### config.mk
export PLATFORM = sky130hd
export DESIGN_NAME = dmux_1t2_32
export DESIGN_NICKNAME = d
export VERILOG_FILES = /design/src/rtl/dmux_1t2_32_pkg.sv /design/src/rtl/dmux_1t2_32_chan_fifo2.sv /design/src/rtl/dmux_1t2_32.sv
export SDC_FILE = /design/constraint.sdc
export NUM_CORES = 1
export LEC_CHECK = 0
export BUFFER_PORTS_ARGS = -buffer_cell sky130_fd_sc_hd__buf_4
export CAP_MARGIN = 30
export CORE_MARGIN = 5
export CORE_UTILIZATION = 49
export CTS_BUF_LIST = sky130_fd_sc_hd__clkbuf_8
export CTS_CLUSTER_DIAMETER = 100
export DETAILED_ROUTE_END_ITERATION = 8
export GPL_ROUTABILITY_DRIVEN = 0
export PLACE_DENSITY = 0.74
export SYNTH_ARGS = -nofsm -noshare
export SYNTH_HDL_FRONTEND = slang
export SYNTH_SLANG_ARGS = --single-unit
### constraint.sdc
create_clock -name clk -period 2.6 [get_ports clk]
set_input_delay 0.13 -clock clk [delete_from_list [all_inputs] [get_ports clk]]
set_output_delay 0.13 -clock clk [all_outputs]
set_load 0.01 [all_outputs]
### src/rtl/dmux_1t2_32_pkg.sv
// Shared definitions for the 1-to-2 registered demultiplexer.
//   WIDTH_DEF    : default data width
//   chan_state_e : per-channel occupancy encoding (EMPTY/ONE/TWO)
//   CH0, CH1     : channel index constants used for in_sel decoding
package dmux_1t2_32_pkg;

    localparam int unsigned WIDTH_DEF = 32;

    typedef enum logic [1:0] {
        EMPTY = 2'b00,
        ONE   = 2'b01,
        TWO   = 2'b10
    } chan_state_e;

    localparam logic CH0 = 1'b0;
    localparam logic CH1 = 1'b1;

    // A channel can take another word unless both entries are occupied.
    function automatic logic chan_has_room(input chan_state_e st);
        return st != TWO;
    endfunction

endpackage

### src/rtl/dmux_1t2_32_chan_fifo2.sv
// Two-entry registered FIFO for one demux channel.
//   clk, rst     : clock, synchronous active-high reset
//   push         : write push_data this cycle (never asserted while TWO)
//   push_data    : word to enqueue
//   out_ready    : consumer takes the head word when out_valid is high
//   out_valid    : at least one word is held
//   out_data     : registered head word
//   state        : current occupancy, used upstream for in_ready
module dmux_1t2_32_chan_fifo2
    import dmux_1t2_32_pkg::*;
#(
    parameter int unsigned WIDTH = WIDTH_DEF
) (
    input  logic             clk,
    input  logic             rst,
    input  logic             push,
    input  logic [WIDTH-1:0] push_data,
    input  logic             out_ready,
    output logic             out_valid,
    output logic [WIDTH-1:0] out_data,
    output chan_state_e      state
);

    chan_state_e      state_q, state_d;
    logic [WIDTH-1:0] head_q,  head_d;
    logic [WIDTH-1:0] tail_q,  tail_d;
    logic             valid_q, valid_d;
    logic             pop;

    // Pop only counts when a word is actually presented.
    assign pop = valid_q & out_ready;

    // Next-state and entry update.
    always_comb begin
        state_d = state_q;
        head_d  = head_q;
        tail_d  = tail_q;
        unique case (state_q)
            EMPTY: begin
                if (push) begin
                    head_d  = push_data;
                    state_d = ONE;
                end
            end
            ONE: begin
                unique case ({push, pop})
                    2'b10: begin
                        tail_d  = push_data;
                        state_d = TWO;
                    end
                    2'b01: state_d = EMPTY;
                    // Head leaves as the new word arrives; it becomes head.
                    2'b11: head_d = push_data;
                    default: ;
                endcase
            end
            TWO: begin
                if (pop) begin
                    head_d  = tail_q;
                    state_d = ONE;
                end
            end
            default: state_d = EMPTY;
        endcase
        valid_d = (state_d != EMPTY);
    end

    // State and data registers.
    always_ff @(posedge clk) begin
        if (rst) begin
            state_q <= EMPTY;
            head_q  <= '0;
            tail_q  <= '0;
            valid_q <= 1'b0;
        end else begin
            state_q <= state_d;
            head_q  <= head_d;
            tail_q  <= tail_d;
            valid_q <= valid_d;
        end
    end

    assign out_valid = valid_q;
    assign out_data  = head_q;
    assign state     = state_q;

endmodule

### src/rtl/dmux_1t2_32.sv
// Registered 1-to-2 demultiplexer: steers one valid/ready stream to one of
// two independently buffered destinations.
//   clk, rst                       : clock, synchronous active-high reset
//   in_valid, in_ready, in_data    : source handshake and word
//   in_sel                         : destination (CH0 -> out0, CH1 -> out1)
//   outK_valid, outK_ready, outK_data : per-destination handshake and head word
module dmux_1t2_32
    import dmux_1t2_32_pkg::*;
#(
    parameter int unsigned WIDTH = WIDTH_DEF
) (
    input  logic             clk,
    input  logic             rst,
    input  logic             in_valid,
    output logic             in_ready,
    input  logic [WIDTH-1:0] in_data,
    input  logic             in_sel,
    output logic             out0_valid,
    input  logic             out0_ready,
    output logic [WIDTH-1:0] out0_data,
    output logic             out1_valid,
    input  logic             out1_ready,
    output logic [WIDTH-1:0] out1_data
);

    chan_state_e st0, st1;
    logic        accept;
    logic        push0, push1;

    // in_ready follows the selected channel's registered occupancy only;
    // held high in reset since any word offered then is dropped anyway.
    assign in_ready = rst | chan_has_room((in_sel == CH1) ? st1 : st0);

    assign accept = in_valid & in_ready;
    assign push0  = accept & (in_sel == CH0);
    assign push1  = accept & (in_sel == CH1);

    dmux_1t2_32_chan_fifo2 #(.WIDTH(WIDTH)) u_chan0 (
        .clk       (clk),
        .rst       (rst),
        .push      (push0),
        .push_data (in_data),
        .out_ready (out0_ready),
        .out_valid (out0_valid),
        .out_data  (out0_data),
        .state     (st0)
    );

    dmux_1t2_32_chan_fifo2 #(.WIDTH(WIDTH)) u_chan1 (
        .clk       (clk),
        .rst       (rst),
        .push      (push1),
        .push_data (in_data),
        .out_ready (out1_ready),
        .out_valid (out1_valid),
        .out_data  (out1_data),
        .state     (st1)
    );

endmodule
==> metrics <==
status complete, no violations; RSZ-0062 raised after global routing false; crit path time final around 2200 ps; Hold WC Path Type in2reg; Layout area overhead 27.9%; first-pass GRT wire length about 26 mm; routed vias/inst about 5.8; Total GRT Usage between 20% and 30%; # diodes 0; average size of a mapped cell ~9 µm²; Routed WL about 16 mm; Netlist cell types 33; Overflow after GRT 0; Ys Warns 0; nets just under 800; DP HPWL between 10 and 15 mm; worst endpoint required time 2950 ps; Remaining DRCs 0; vias 5225; port buffer count approximately 100; Antenna Nets Post-Route 0; die width between 100 and 150 µm; post_cts resized 0; max capacitance violation total 0; f_max 448 MHz; cell leakage power ~3 nW; crit path max fanout 22; Slew HR around 39%; Synth Instances 645; post-synth top area share 46.0%; Final TNS setup 0 ps; Placeable Area 0.0116 mm²; Hold Crit Depth 3; Fin. Hold Viols 0; Num CTS Buffers 17; worst-path cell chain nand2b_2, nor2_1, nor2_1, ha_1, and3b_1, buf_4, nand2_1, a21oi_1; share of layout cells above drive strength 1 23.9%; Cell Area, Synth 0.00583 mm²; Die Y about 120 µm; Pwr per Cell Area between 600 and 700 mW/mm²; antenna violations before repair 0; Initial Utilization 50.4%; # clock sinks between 100 and 150; CTS tree done; crit path launch type flip-flop; fin crit share a little under nine tenths; Synth Flop Type dfxtp_1; crit path kind reg2reg; EDFF count, synth 0; cells taking the most area after synthesis dfxtp_1 46%, mux2i_1 11%, nand2_1 8.6%, nor4_1 6.9%, a21oi_1 6.0%; clk_skew 8.89 ps; die area about 0.014 mm²; CP Capture Type flip-flop; Worst path max stage delay around 780 ps; WP depth 8; most used cell, CP nor2_1; register area share after synthesis a little under half; Post-Syn Nets about 690; Async SR Flop Fraction 0%; share of the core filled with cells between 60 and 70%; largest net degree at the start of global routing slightly above 70; number of placed instances, taps included approximately 840; most common cell in the synthesized netlist dfxtp_1; detailed-router iteration count before antenna repair 5; CP arrival about 2600 ps; slowest CP cell and3b_1; Clock Latency Late Sink 430 ps; VDD IR-drop max 0.370 mV; vias in the first global route approximately 5100; DR WL/cell around 18 µm; Row Count 39; Worst-path clk slew around 80 ps; # H-tree levels 4; root buffer cell clkbuf_8; Register-to-Register Path Depth 8; Worst-Margin Slew between 900 and 1000 ps; Final setup viols 0; Clock Tree Buf Depth 2; synth cell count leaders 134 x dfxtp_1, 133 x nand2_1, 70 x a21oi_1; Post-Layout Inst Area around 0.0075 mm²; Cell Count, Final, Fillers Out around 900; Initial DRC Count between 300 and 400; I/O pin cnt between 100 and 150; Slew Limit Fails 0; area post-placement 0.00663 mm²; post-synth top area cell dfxtp_1; Top delay family on crit path simple AND/OR/NAND/NOR gates; FF+latch count, synth around 130; WP buf/inv 1
## layout by cell type (no fill, tap or decap)
master,n
a211oi_1,44
a211oi_2,20
a21o_1,2
a21oi_1,70
a221oi_1,1
a2bb2oi_1,1
and3b_1,4
and4b_1,2
and4bb_1,1
buf_12,1
buf_4,123
bufinv_16,6
clkbuf_8,19
clkinv_4,1
clkinvlp_4,2
dfxtp_1,134
dlygate4sd3_1,33
ha_1,4
inv_1,3
inv_6,3
inv_8,1
mux2i_1,64
nand2_1,133
nand2b_1,2
nand2b_2,1
nand3_1,2
nand3b_1,5
nor2_1,4
nor2b_1,1
nor2b_4,1
nor4_1,64
nor4b_4,1
o21ai_0,2
o21bai_1,1
or2_2,1
or3_1,1
or3_4,1
or3b_2,1
or4bb_1,1
## worst paths after layout
| check | start | to | slack, ps |
|---|---|---|---|
| setup reg to reg | u_chan0.state[0]$_SDFF_PP0_ | u_chan0.tail_q[24]$_SDFFE_PP0P_ | 370 |
| hold reg to reg | u_chan1.tail_q[1]$_SDFFE_PP0P_ | u_chan1.tail_q[1]$_SDFFE_PP0P_ | 460 |
| hold / removal | in_valid | u_chan0.out_valid$_SDFF_PP0_ | 60 |
| setup / recovery | u_chan0.state[0]$_SDFF_PP0_ | u_chan0.tail_q[24]$_SDFFE_PP0P_ | 370 |
## per-stage QoR
step                      setup slack (ps)  hold WS [ps]  power [mW]
after CTS                              375          39.5        5.02
after global placement                 526           361        2.84
final                                  370          61.0        5.01
after global routing                   188          53.2        5.19
after floorplan                        176           266        2.59
after detailed placement               368           362        2.85
## layout make-up
cell class / instances / area (µm²)
tap: 143 / 179
inverter: 3 / 11.3
clock buffer: 19 / 262
timing repair buffer: 157 / 1270
clock inverter: 13 / 241
multi-input combinational: 435 / 2810
sequential: 134 / 2680
fill: 908 / 4110
## cells by family after synthesis
kind of cell | share of synthesized area [%]
buffers and inverters | 6.16
AND/OR/NAND/NOR | 19.2
flip-flops | 46.0
multiplexers | 11.0
AO/OA/AOI/OAI | 16.8
adder cells (fa/ha/maj) | 0.858
## registers in the layout (all words and copies together) (netlist names)
name and flops:
u_chan0.tail_q 32, u_chan0.state 2, u_chan1.state 2, u_chan0.out_valid 1
u_chan1.out_valid 1, u_chan1.tail_q 32, u_chan1.out_data 32, u_chan0.out_data 32
## where the power goes
part | switching [mW] | internal (mW) | leakage (nW)
clock | 0.847 | 1.31 | 0.245
combinational | 0.322 | 0.311 | 1.65
sequential | 0.0663 | 2.15 | 1.09
## worst register-to-register path, stage by stage, from the launching register on
cell	delay, ps
dfxtp_1	330
nand2b_2	120
nor2_1	40
nor2_1	140
ha_1	230
and3b_1	780
buf_4	330
nand2_1	80
a21oi_1	120
## repair_timing
| action | in CTS | in global routing |
|---|---|---|
| setup buffers | 0 | 0 |
| hold buffers | 33 | 0 |
| hold endpoints to repair | 65 | 0 |
## per-layer routing
| layer | up-vias | part of all wire (%) | global-route usage [%] |
|---|---|---|---|
| met2 | 144 | 50 | 37.9 |
| met3 | 16 | 5.2 | 4.74 |
| met4 | 0 | 0.87 | 6.23 |
| met1 | 2539 | 44 | 28.4 |
| li1 | 2526 | - | - |
| met5 | - | 0 | 0 |
(Power assumes the default switching activity.)
